===== src/rtl/regfile_wr_arbiter.sv =====
// regfile_wr_arbiter
// Shares the single register-file write port between two writeback requesters.
// Port A is ALU writeback and port B is load/memory writeback. Each port has a
// valid/ready handshake and a one-entry holding buffer. Every cycle one buffered
// write is picked: the older entry wins first, then round-robin between entries
// of the same age. The chosen write drives registered wA/wD/wrEn outputs.
//
// Optional feature macro: REGFILE_WR_ZERO_REG_EN
//   When defined, r0 is hardwired. A granted write to address 0 still loads
//   wA/wD, but wrEn stays low. The grant still consumes the buffer and still
//   updates the age flags and the round-robin pointer.
//   When undefined, address 0 is written like any other register.
module regfile_wr_arbiter #(
  parameter int DW = 32,
  parameter int AW = 5
) (
  input  logic          clk,
  input  logic          rst_n,
  input  logic          a_valid,
  output logic          a_ready,
  input  logic [AW-1:0] a_addr,
  input  logic [DW-1:0] a_data,
  input  logic          b_valid,
  output logic          b_ready,
  input  logic [AW-1:0] b_addr,
  input  logic [DW-1:0] b_data,
  output logic [AW-1:0] wA,
  output logic [DW-1:0] wD,
  output logic          wrEn,
  output logic          busy
);

  typedef enum logic [1:0] {
    SEL_NONE = 2'd0,
    SEL_A    = 2'd1,
    SEL_B    = 2'd2
  } sel_e;

  logic          full_a;
  logic          full_b;
  logic [AW-1:0] buf_a_addr;
  logic [AW-1:0] buf_b_addr;
  logic [DW-1:0] buf_a_data;
  logic [DW-1:0] buf_b_data;
  logic          older_a;
  logic          older_b;
  logic          rr_ptr;

  sel_e          sel;
  logic          grant_a;
  logic          grant_b;
  logic          same_age;
  logic          acc_a;
  logic          acc_b;
  logic          hold_a;
  logic          hold_b;
  logic [AW-1:0] win_addr;
  logic [DW-1:0] win_data;
  logic          issue_en;

  // Pick the winner from buffer state only: older entry first, then rr_ptr.
  always_comb begin
    sel = SEL_NONE;
    if (full_a && full_b) begin
      if (older_a) begin
        sel = SEL_A;
      end else if (older_b) begin
        sel = SEL_B;
      end else if (rr_ptr) begin
        sel = SEL_B;
      end else begin
        sel = SEL_A;
      end
    end else if (full_a) begin
      sel = SEL_A;
    end else if (full_b) begin
      sel = SEL_B;
    end
  end

  // Handshake and retention terms. A buffer frees up on the same edge it is granted.
  always_comb begin
    grant_a  = (sel == SEL_A);
    grant_b  = (sel == SEL_B);
    same_age = full_a & full_b & ~older_a & ~older_b;
    a_ready  = rst_n & (~full_a | grant_a);
    b_ready  = rst_n & (~full_b | grant_b);
    acc_a    = a_valid & a_ready;
    acc_b    = b_valid & b_ready;
    hold_a   = full_a & ~grant_a;
    hold_b   = full_b & ~grant_b;
  end

  // Route the winning buffer to the write port and decide whether it really writes.
  always_comb begin
    win_addr = buf_a_addr;
    win_data = buf_a_data;
    if (sel == SEL_B) begin
      win_addr = buf_b_addr;
      win_data = buf_b_data;
    end
`ifdef REGFILE_WR_ZERO_REG_EN
    issue_en = (sel != SEL_NONE) && (win_addr != '0);
`else
    issue_en = (sel != SEL_NONE);
`endif
  end

  // Port A holding buffer: loads on acceptance, stays full only while it keeps losing.
  always_ff @(posedge clk or negedge rst_n) begin
    if (!rst_n) begin
      full_a     <= 1'b0;
      buf_a_addr <= '0;
      buf_a_data <= '0;
    end else begin
      full_a <= acc_a | hold_a;
      if (acc_a) begin
        buf_a_addr <= a_addr;
        buf_a_data <= a_data;
      end
    end
  end

  // Port B holding buffer, symmetric with port A.
  always_ff @(posedge clk or negedge rst_n) begin
    if (!rst_n) begin
      full_b     <= 1'b0;
      buf_b_addr <= '0;
      buf_b_data <= '0;
    end else begin
      full_b <= acc_b | hold_b;
      if (acc_b) begin
        buf_b_addr <= b_addr;
        buf_b_data <= b_data;
      end
    end
  end

  // Age flags: an entry becomes older when it stays put while the other side loads.
  always_ff @(posedge clk or negedge rst_n) begin
    if (!rst_n) begin
      older_a <= 1'b0;
      older_b <= 1'b0;
    end else begin
      older_a <= hold_a & (acc_b | older_a);
      older_b <= hold_b & (acc_a | older_b);
    end
  end

  // Round-robin pointer moves to the loser only after a same-age contest.
  always_ff @(posedge clk or negedge rst_n) begin
    if (!rst_n) begin
      rr_ptr <= 1'b0;
    end else if (same_age) begin
      rr_ptr <= grant_a;
    end
  end

  // Registered write port: wA/wD follow the winner and hold when nothing is granted.
  always_ff @(posedge clk or negedge rst_n) begin
    if (!rst_n) begin
      wA   <= '0;
      wD   <= '0;
      wrEn <= 1'b0;
    end else begin
      wrEn <= issue_en;
      if (sel != SEL_NONE) begin
        wA <= win_addr;
        wD <= win_data;
      end
    end
  end

  assign busy = full_a | full_b | wrEn;

endmodule


===== config.mk =====
export PLATFORM = sky130hd
export DESIGN_NAME = regfile_wr_arbiter
export DESIGN_NICKNAME = d
export VERILOG_FILES = /design/src/rtl/regfile_wr_arbiter.sv
export SDC_FILE = /design/constraint.sdc
export NUM_CORES = 1
export LEC_CHECK = 0
export CAP_MARGIN = 0
export CORE_MARGIN = 2
export CORE_UTILIZATION = 50
export CTS_BUF_LIST = sky130_fd_sc_hd__clkbuf_8
export CTS_CLUSTER_SIZE = 14
export DETAILED_ROUTE_END_ITERATION = 12
export MAX_ROUTING_LAYER = met4
export PLACE_DENSITY_LB_ADDON = 0.1
export SYNTH_ARGS = -nofsm -noshare
export SYNTH_HDL_FRONTEND = slang
export SYNTH_SLANG_ARGS = --single-unit

===== constraint.sdc =====
create_clock -name clk -period 2.5 [get_ports clk]
set_input_delay 0.375 -clock clk [delete_from_list [all_inputs] [get_ports clk]]
set_output_delay 0.375 -clock clk [all_outputs]
set_load 0.01 [all_outputs]

==> run_results.csv, run 1 <==
group,metric,value,unit
route,met1_length,4810,um
synth,synth_nets,384,
critical_path,r2r_setup_slack,0.83,ns
timing,fmax,426,MHz
synth,avgSynthCellArea,15.2,um^2
synth,synth_simple_gate_area_share,6.36,%
cells_and_area,n_fill_cell,661,
critical_path,worstSetupPathType,"reg -> out",
cells_and_area,instances_no_fill,561,
route,vias,3103,
critical_path,start_kind,"flip-flop",
power,irDropWorstVdd,0.485,mV
cells_and_area,final_util,70.5,%
critical_path,critPathMaxStageDelay,0.47,ns
critical_path,reg2reg_from,"older_b",
route,wl_met3,520,um
route,wl_per_cell,18.2,um
die,core,0.00911,mm^2
die,initial_utilization,51.0,%
critical_path,worstPathRequired,2.12,ns
critical_path,r2r-end,"buf_a_data[16]",
die,dieArea,0.0101,mm^2
timing,slew_headroom,33.7,%
timing,worst_pin_slew,0.995,ns
die,io_pins,119,
global_route,grt_pass1_vias,3160,
min_path,worstHoldPathType,"in -> async",
placement,placedCellCount,528,
clock_network,cts_setup_buffers,0,
clock_network,path_clk_slew,0.07,ns
cells_and_area,diodes,0,
synth,synth_top_family_by_area,"multiplexers",
clock_network,cts.sinks,117,
critical_path,critPathBufInv,1,
cells_and_area,multiInputGateArea,0.00162,mm^2
synth,muxShareOfSynthArea,18.0,%
critical_path,cp_max_fo,3,
clock_network,htreeDepth,4,
critical_path,critPathTopFamily,"buffers and inverters",
route,drt_iter0_drc,110,
synth,synth_top_area_cell,"dfrtp_1",
global_route,track_usage,22.4,%
clock_network,cts_made_buffers,17,
route,totalWireLength,10200,um
critical_path,worstSetupEndpointType,"output port",
synth,synth_top_area_share,63.1,%
critical_path,r2r_cells,4,
global_route,grt_max_degree,81,
status,status,"finished, final reports clean",
timing,slew_viol_final,0,
route,top_layer_used,"met4",
die,row_count,35,
cells_and_area,area_growth,38.4,%
global_route,grt-ovfl-total,0,
route,ant_nets,0,
cells_and_area,final-seq-area,0.00293,mm^2
timing,rsz0062_at_grt,"false",
synth,synthXorXnorAreaFrac,0.189,%
critical_path,cpMaxStageDelayCell,"clkdlybuf4s50_1",
timing,final-setup-viol-count,0,
timing,period_minus_slack,2.35,ns
synth,yosys.area_share.adder,0,%
die,dieWidth,100,um
cells_and_area,layout_common_cells,"dfrtp_1 (117), clkdlybuf4s50_1 (117), mux2_2 (70)",
timing,hold_violations,0,
synth,yosysWarnings,0,
route,drc_errors,0,
timing,fin_crit_sh,93.8,%
synth,synthTopCellsByArea,"dfrtp_1 (63%), mux2_2 (17%), a221o_1 (8.0%)",
critical_path,cp-endpoint,"a_ready",
synth,synth_seq_cells,117,
critical_path,arrival,1.97,ns
clock_network,clk_latency,0.43,ns
cells_and_area,final_nets,515,
critical_path,crit_chain,"o21ba_2 > nand3_1 > and2_1 > clkdlybuf4s50_1",
synth,ys_seq_area_share,63.1,%
flow_run,maxCapViolations,0,
clock_network,tritoncts,"built",
route,via_per_inst,5.53,
critical_path,worstSetupPathDepth,4,
clock_network,cts_max_path_buffers,2,
synth,yosysUniqueCellTypes,22,
synth,synth_compound_area_share,9.95,%
placement,place_hpwl,6450,um
global_route,antenna_found_initial,0,
placement,gp_congestion,0.762,
power,powerDensity,927,mW/mm^2
synth,syn_area,0.00464,mm^2
global_route,grt_pass1_wl,16400,um
synth,synthCells,306,
power,p_leak,2.71,nW
timing,finClkSkew,0.0151,ns
timing,setup_tns,0,ns
cells_and_area,drive_gt1_share,26.9,%
clock_network,clockRootBuffer,"clkbuf_8",
die,fp.dieH,100,um
route,met2_length,4830,um
placement,portBuffers,118,
critical_path,cp-startpoint,"older_a",
route,drt-pass1-iter-count,4,
-- per-stage QoR --
step           area [um^2]  hold WS (ns)  power, W  worst slack [ns]
3_5_place_dp          5960         0.198   0.00405             0.511
4_1_cts               6420         0.307   0.00599            0.0938
2_1_floorplan         4640        0.0794   0.00327             0.888
5_1_grt               6420         0.301   0.00624            0.0105
3_3_place_gp          5960         0.196   0.00401             0.536
6_report              6420         0.328   0.00595             0.155
-- worst reg2reg max path: stages (launching register included) --
cell and delay (ns):
dfrtp_1 0.43, o21ba_2 0.27, a31oi_4 0.21, buf_12 0.27, mux2_2 0.38
-- metal layers --
| layer | up-vias | GRT usage (%) |
|---|---|---|
| li1 | 1391 | - |
| met4 | 0 | 7.27 |
| met1 | 1612 | 30.7 |
| met5 | - | - |
| met2 | 93 | 33.1 |
| met3 | 7 | 5.78 |
-- state kept, by name, indices dropped and copies added (netlist names), 5 cells and up --
register,flops
buf_b_addr,5
wD,32
wA,5
buf_b_data,32
buf_a_addr,5
buf_a_data,32
-- where the power goes --
group | switching, W | internal, W | total, W
clock network | 0.000803 | 0.00113 | 0.00193
logic | 0.000557 | 0.000896 | 0.00145
registers | 0.000250 | 0.00232 | 0.00257
total | 0.00161 | 0.00434 | 0.00595
-- kinds of logic (layout without fill, tap and decap cells) --
family | Yosys count | count (layout)
AO/OA/AOI/OAI | 44 | 44
multiplexers | 74 | 74
buffers and inverters | 19 | 163
XOR/XNOR | 1 | 1
flip-flops | 117 | 117
AND/OR/NAND/NOR | 51 | 51
-- final cells by class --
type                       count  share of cell area [%]
clock buffer                  18                    3.86
clock inverter                14                    3.10
inverter                       1                  0.0584
multi-input combinational    170                    25.3
sequential                   117                    45.6
tap                          111                    2.16
timing repair buffer         130                    20.0
-- what timing repair did --
item | in CTS | in global routing
setup endpoints to repair | 0 | 1
gates resized for setup | 0 | 1
hold buffers | 1 | 0
hold endpoints to repair | 2 | 0
-- synthesized netlist by cell type, drive strengths merged --
master,number
a221o,37
xor2,1
nand2,5
o21ba,1
buf,14
inv,1
a21oi,1
dfrtp,117
a21boi,2
clkbuf,4
or3,1
mux2,74
nand3,2
o21bai,1
a31oi,2
nor3,1
and2,39
nor2,3
-- worst min path at each step --
stage          start       endpoint  slack, ns  cells after the start
2_1_floorplan  rst_n  buf_a_addr[0]       0.08                      0
3_5_place_dp   rst_n        older_b       0.20                      1
6_report       rst_n        older_b       0.33                      2
4_1_cts        rst_n         full_b       0.31                      2
5_1_grt        rst_n         full_b       0.30                      2
3_3_place_gp   rst_n        older_b       0.20                      1
Power figures use the tool's default switching activity.
==> inputs of run 2 (changes only) <==
- CORE_MARGIN: 2 -> 5
- CORE_UTILIZATION: 50 -> 45
- clock period: 2.5 -> 2.4 ns (I/O delays scaled with it)
==> run 2 against run 1 <==
  * Cell count increased by 3.9%
  * Via count shrank 2.4%
  * Clock power increased by 6%
  * First-iteration DRC count is 40% higher
  * Worst setup slack worse by 0.063 ns
  * Non-clock buffer count fell by 3
  * Sequential cell count is the same
  * Register-to-register slack got worse by 0.12 ns
  * Count of clock-buffer cells in the layout unchanged
  * Critical path depth stayed put
  * Die area grew 24%
  * Sequential power increased by 4%
  * Highest routed layer unchanged
==> run_results.csv, run 2 (synthesized netlist as in run 1, its figures left out) <==
group,metric,value,unit
timing,fmax,433,MHz
clock_network,cts_max_path_buffers,2,
global_route,track_usage,18.6,%
power,clockPowerShare,32.8,%
clock_network,clockRootBuffer,"clkbuf_8",
placement,gp_congestion,0.773,
power,powerDensity,962,mW/mm^2
placement,place_hpwl,6890,um
timing,final-setup-viol-count,0,
timing,period_minus_slack,2.31,ns
global_route,grt-ovfl-total,0,
clock_network,cts.sinks,117,
power,p_sw,0.00163,W
global_route,grt_pass1_vias,3369,
die,dieWidth,112,um
power,sw_frac_of_total,26.1,%
critical_path,critPathTopFamily,"buffers and inverters",
placement,placedCellCount,550,
power,p_int,0.00462,W
cells_and_area,layout_common_cells,"clkdlybuf4s50_1 (117), dfrtp_1 (115), mux2_2 (70)",
route,totalWireLength,10600,um
critical_path,arrival,1.95,ns
placement,dp_slack,0.439,ns
die,dieArea,0.0124,mm^2
clock_network,path_clk_slew,0.07,ns
die,row_count,37,
clock_network,cts_made_buffers,17,
cells_and_area,multiInputGateArea,0.00162,mm^2
route,drt_iter0_drc,154,
route,drc_errors,0,
cells_and_area,final-seq-area,0.00293,mm^2
critical_path,crit_chain,"o21ba_2 > nand3_1 > and2_1 > clkdlybuf4s50_1",
power,p_seq_share,42.8,%
cells_and_area,diodes,0,
route,ant_nets,0,
critical_path,worstPathRequired,2.04,ns
cells_and_area,final_nets,512,
cells_and_area,n_fill_cell,782,
critical_path,worstSetupPathType,"reg -> out",
status,status,"finished, final reports clean",
timing,finClkSkew,0.00970,ns
critical_path,cpMaxStageDelayCell,"clkdlybuf4s50_1",
timing,setup_tns,0,ns
power,p_leak,2.71,nW
clock_network,clk_latency,0.42,ns
timing,hold_violations,0,
clock_network,cts_setup_buffers,0,
timing,whs,0.353,ns
cells_and_area,final_common_cell,"clkdlybuf4s50_1",
critical_path,worstSetupEndpointType,"output port",
route,vias,3030,
route,via_per_inst,5.20,
critical_path,critPathMaxStageDelay,0.48,ns
route,drt-pass1-iter-count,5,
min_path,worstHoldPathType,"in -> async",
die,initial_utilization,45.6,%
die,core,0.0102,mm^2
route,wl_per_cell,18.3,um
global_route,grt_max_degree,115,
clock_network,tritoncts,"built",
die,fp.dieH,112,um
global_route,antenna_found_initial,0,
power,irDropWorstVdd,0.510,mV
placement,portBuffers,118,
cells_and_area,drive_gt1_share,26.6,%
cells_and_area,reg.largest.list,"buf_a_data (32), buf_b_data (32), wD (32)",
timing,slew_viol_final,0,
critical_path,start_kind,"flip-flop",
timing,slew_headroom,59.8,%
die,io_pins,119,
clock_network,htreeDepth,4,
critical_path,cp_max_fo,3,
flow_run,maxCapViolations,0,
power,p_comb_share,24.3,%
cells_and_area,area_growth,39.9,%
global_route,grt_pass1_wl,17600,um
critical_path,critPathBufInv,1,
cells_and_area,instances_no_fill,583,
timing,worst_pin_slew,0.603,ns
timing,rsz0062_at_grt,"false",
timing,worst_slack,0.0918,ns
timing,fin_crit_sh,96.2,%
cells_and_area,final_util,63.8,%
run 2: cell count changes in the layout (fill, tap and decap cells not counted), sizes merged:
cell      change
clkinv        -1
clkinvlp      +2
buf           -3
bufinv        +1
inv           -2
run 2: final cells by class:
cell class,count,area share (%)
Sequential cell,117,45.1
Multi-Input combinational cell,170,25.0
Timing Repair Buffer,127,20.2
Clock buffer,18,3.81
Clock inverter,14,3.22
Tap cell,136,2.62
Inverter,1,0.0578
run 2: power by group through the flow:
stage / Clock (W) / Sequential (W) / Combinational (W)
after floorplan: 0 / 0.00274 / 0.000664
after global placement: 0 / 0.00270 / 0.00151
after detailed placement: 0 / 0.00271 / 0.00153
after CTS: 0.00210 / 0.00268 / 0.00154
after global routing: 0.00220 / 0.00274 / 0.00164
final: 0.00205 / 0.00268 / 0.00152
run 2: through the flow:
stage,power (W),area [um^2]
6_report,0.00625,6500
5_1_grt,0.00658,6500
4_1_cts,0.00632,6490
3_5_place_dp,0.00424,6020
3_3_place_gp,0.00420,6020
2_1_floorplan,0.00340,4640
run 2: timing repair:
| item | in CTS | in global routing |
|---|---|---|
| resized for setup | 0 | 3 |
| hold buffers | 1 | 0 |
| hold endpoints to repair | 3 | 0 |
| endpoints found under the setup margin | 0 | 2 |
run 2: final timing paths:
kind	start	endpoint	slack [ns]	cells after the start
max	older_a	a_ready	0.09	4
min	rst_n	buf_a_addr[1]	0.35	2
max reg2reg	rr_ptr	wD[6]	0.71	4
min reg2reg	buf_a_data[16]	wD[16]	0.49	1
max in group asynchronous	rst_n	full_a	1.20	3
min in group clk	buf_a_data[16]	wD[16]	0.49	1
run 2: per-layer routing:
metal	share of wire (%)	vias up	global-route usage [%]	routed length [um]
li1	-	1377	-	-
met1	47	1566	24.5	4990
met2	48	82	28.3	5130
met3	4.7	5	6.14	496
met4	0.32	0	4.22	34
met5	0	-	-	0
run 2: worst register-to-register path: cells and delay by family, from the launching register on:
family	cells	cell delay, ns
DFF	1	0.43
AOI/OAI and AO/OA	3	0.94
buffers and inverters	1	0.26
==> inputs of run 3 (changes only) <==
- MAX_ROUTING_LAYER: met4 -> unset
==> run 3 against run 2 <==
  * Sequential share of layout area about the same
  * Critical path depth stayed put
  * Sequential cell count stayed put
  * Non-clock buffer count is 1 higher
  * Largest cell class unchanged
==> run_results.csv, run 3 (synthesized netlist as in run 1, its figures left out) <==
group,metric,value,unit
status,status,"finished, final reports clean",
die,row_count,37,
clock_network,cts.sinks,117,
clock_network,tritoncts,"built",
global_route,grt-ovfl-total,0,
cells_and_area,instances_no_fill,584,
placement,dp_slack,0.439,ns
timing,fmax,434,MHz
critical_path,arrival,1.94,ns
die,dieWidth,112,um
power,p_leak,2.71,nW
timing,setup_tns,0,ns
route,drt_iter0_drc,129,
clock_network,htreeDepth,4,
timing,worst_slack,0.0968,ns
critical_path,worstPathRequired,2.04,ns
cells_and_area,layout_common_cells,"clkdlybuf4s50_1 (117), dfrtp_1 (114), mux2_2 (70)",
global_route,grt_max_degree,115,
cells_and_area,area_growth,40.1,%
cells_and_area,final_area,0.00650,mm^2
route,vias,3047,
min_path,worstHoldPathType,"in -> async",
die,core,0.0102,mm^2
placement,portBuffers,118,
global_route,grt_pass1_wl,17600,um
critical_path,crit_chain,"o21ba_2 > nand3_1 > and2_1 > clkdlybuf4s50_1",
route,ant_nets,0,
flow_run,maxCapViolations,0,
critical_path,cp_max_fo,3,
clock_network,cts_made_buffers,17,
clock_network,path_clk_slew,0.07,ns
die,initial_utilization,45.6,%
placement,gp_congestion,0.763,
timing,worst_pin_slew,0.598,ns
route,drt-pass1-iter-count,4,
critical_path,cpMaxStageDelayCell,"clkdlybuf4s50_1",
timing,period_minus_slack,2.30,ns
critical_path,critPathMaxStageDelay,0.48,ns
placement,placedCellCount,550,
route,totalWireLength,10700,um
timing,finClkSkew,0.00913,ns
cells_and_area,diodes,0,
clock_network,cts_max_path_buffers,2,
global_route,grt_pass1_vias,3371,
cells_and_area,reg.largest.list,"buf_a_data (32), buf_b_data (32), wD (32)",
die,fp.dieH,112,um
cells_and_area,final_common_cell,"clkdlybuf4s50_1",
global_route,antenna_found_initial,0,
power,powerDensity,962,mW/mm^2
placement,place_hpwl,6890,um
cells_and_area,final_nets,513,
global_route,track_usage,18.1,%
cells_and_area,n_fill_cell,780,
die,dieArea,0.0124,mm^2
timing,fin_crit_sh,96.0,%
cells_and_area,drive_gt1_share,27.0,%
clock_network,clk_latency,0.41,ns
die,io_pins,119,
critical_path,worstSetupPathType,"reg -> out",
power,irDropWorstVdd,0.510,mV
route,drc_errors,0,
timing,rsz0062_at_grt,"false",
clock_network,clockRootBuffer,"clkbuf_8",
critical_path,start_kind,"flip-flop",
timing,slew_viol_final,0,
critical_path,worstSetupEndpointType,"output port",
timing,hold_violations,0,
cells_and_area,final_util,63.9,%
timing,final-setup-viol-count,0,
route,via_per_inst,5.22,
timing,slew_headroom,60.1,%
route,wl_per_cell,18.3,um
placement,post_dp_cell_area,0.00602,mm^2
==> run 3: cell count changes in the layout (fill, tap and decap cells not counted) <==
cell,previous run,this run
dfrtp_1,115,114
dfrtp_2,2,3
buf_4,4,5
==> run 3: report_power, final <==
group	internal, W	total, W	switching [W]
Clock	0.00126	0.00205	0.000794
Combinational	0.000951	0.00153	0.000579
Sequential	0.00242	0.00268	0.000257
Total	0.00463	0.00626	0.00163
==> run 3: worst max-delay path, delay by kind of cell, from the launching register on <==
family	cells	cell delay (ns)
buffers and inverters	1	0.48
AND/OR/NAND/NOR	2	0.33
AO/OA/AOI/OAI	1	0.33
flip-flops	1	0.39
==> run 3: timing repair <==
action	CTS	global route
endpoints found under the setup margin	0	2
endpoints found under the hold margin	3	0
hold buffers	1	0
setup buffers	0	1
resized for setup	0	4
==> run 3: through the flow <==
step	hold WS, ns	power [W]
after global placement	0.194	0.00420
after global routing	0.336	0.00659
after CTS	0.352	0.00632
final	0.350	0.00626
after floorplan	0.0644	0.00340
after detailed placement	0.196	0.00424
==> run 3: worst paths after layout <==
kind | to | from | depth (start not counted) | slack [ns]
setup / recovery | a_ready | older_a | 4 | 0.1
max in group asynchronous | wA[4] | rst_n | 3 | 1.24
setup reg to reg | wD[6] | older_a | 5 | 0.70
hold / removal | buf_a_addr[1] | rst_n | 2 | 0.35
min in group clk | wD[16] | buf_a_data[16] | 1 | 0.49
hold reg to reg | wD[16] | buf_a_data[16] | 1 | 0.49
==> run 3: final cells by class <==
| type | count | area, um^2 | area share [%] |
|---|---|---|---|
| well taps | 136 | 170 | 2.62 |
| flip-flops and latches | 117 | 2930 | 45.1 |
| clock buffers | 18 | 248 | 3.81 |
| repair buffers | 128 | 1320 | 20.3 |
| clock inverters | 14 | 209 | 3.21 |
| inverters | 1 | 3.75 | 0.0577 |
| multi-input cells | 170 | 1620 | 25.0 |
==> run 3: layer usage <==
| metal | routed length (um) | track usage (%) | vias up |
|---|---|---|---|
| li1 | - | - | 1380 |
| met1 | 4780 | 23.9 | 1569 |
| met2 | 5170 | 28.4 | 92 |
| met3 | 670 | 7.07 | 6 |
| met4 | 54 | 4.22 | 0 |
| met5 | 0 | 0 | - |
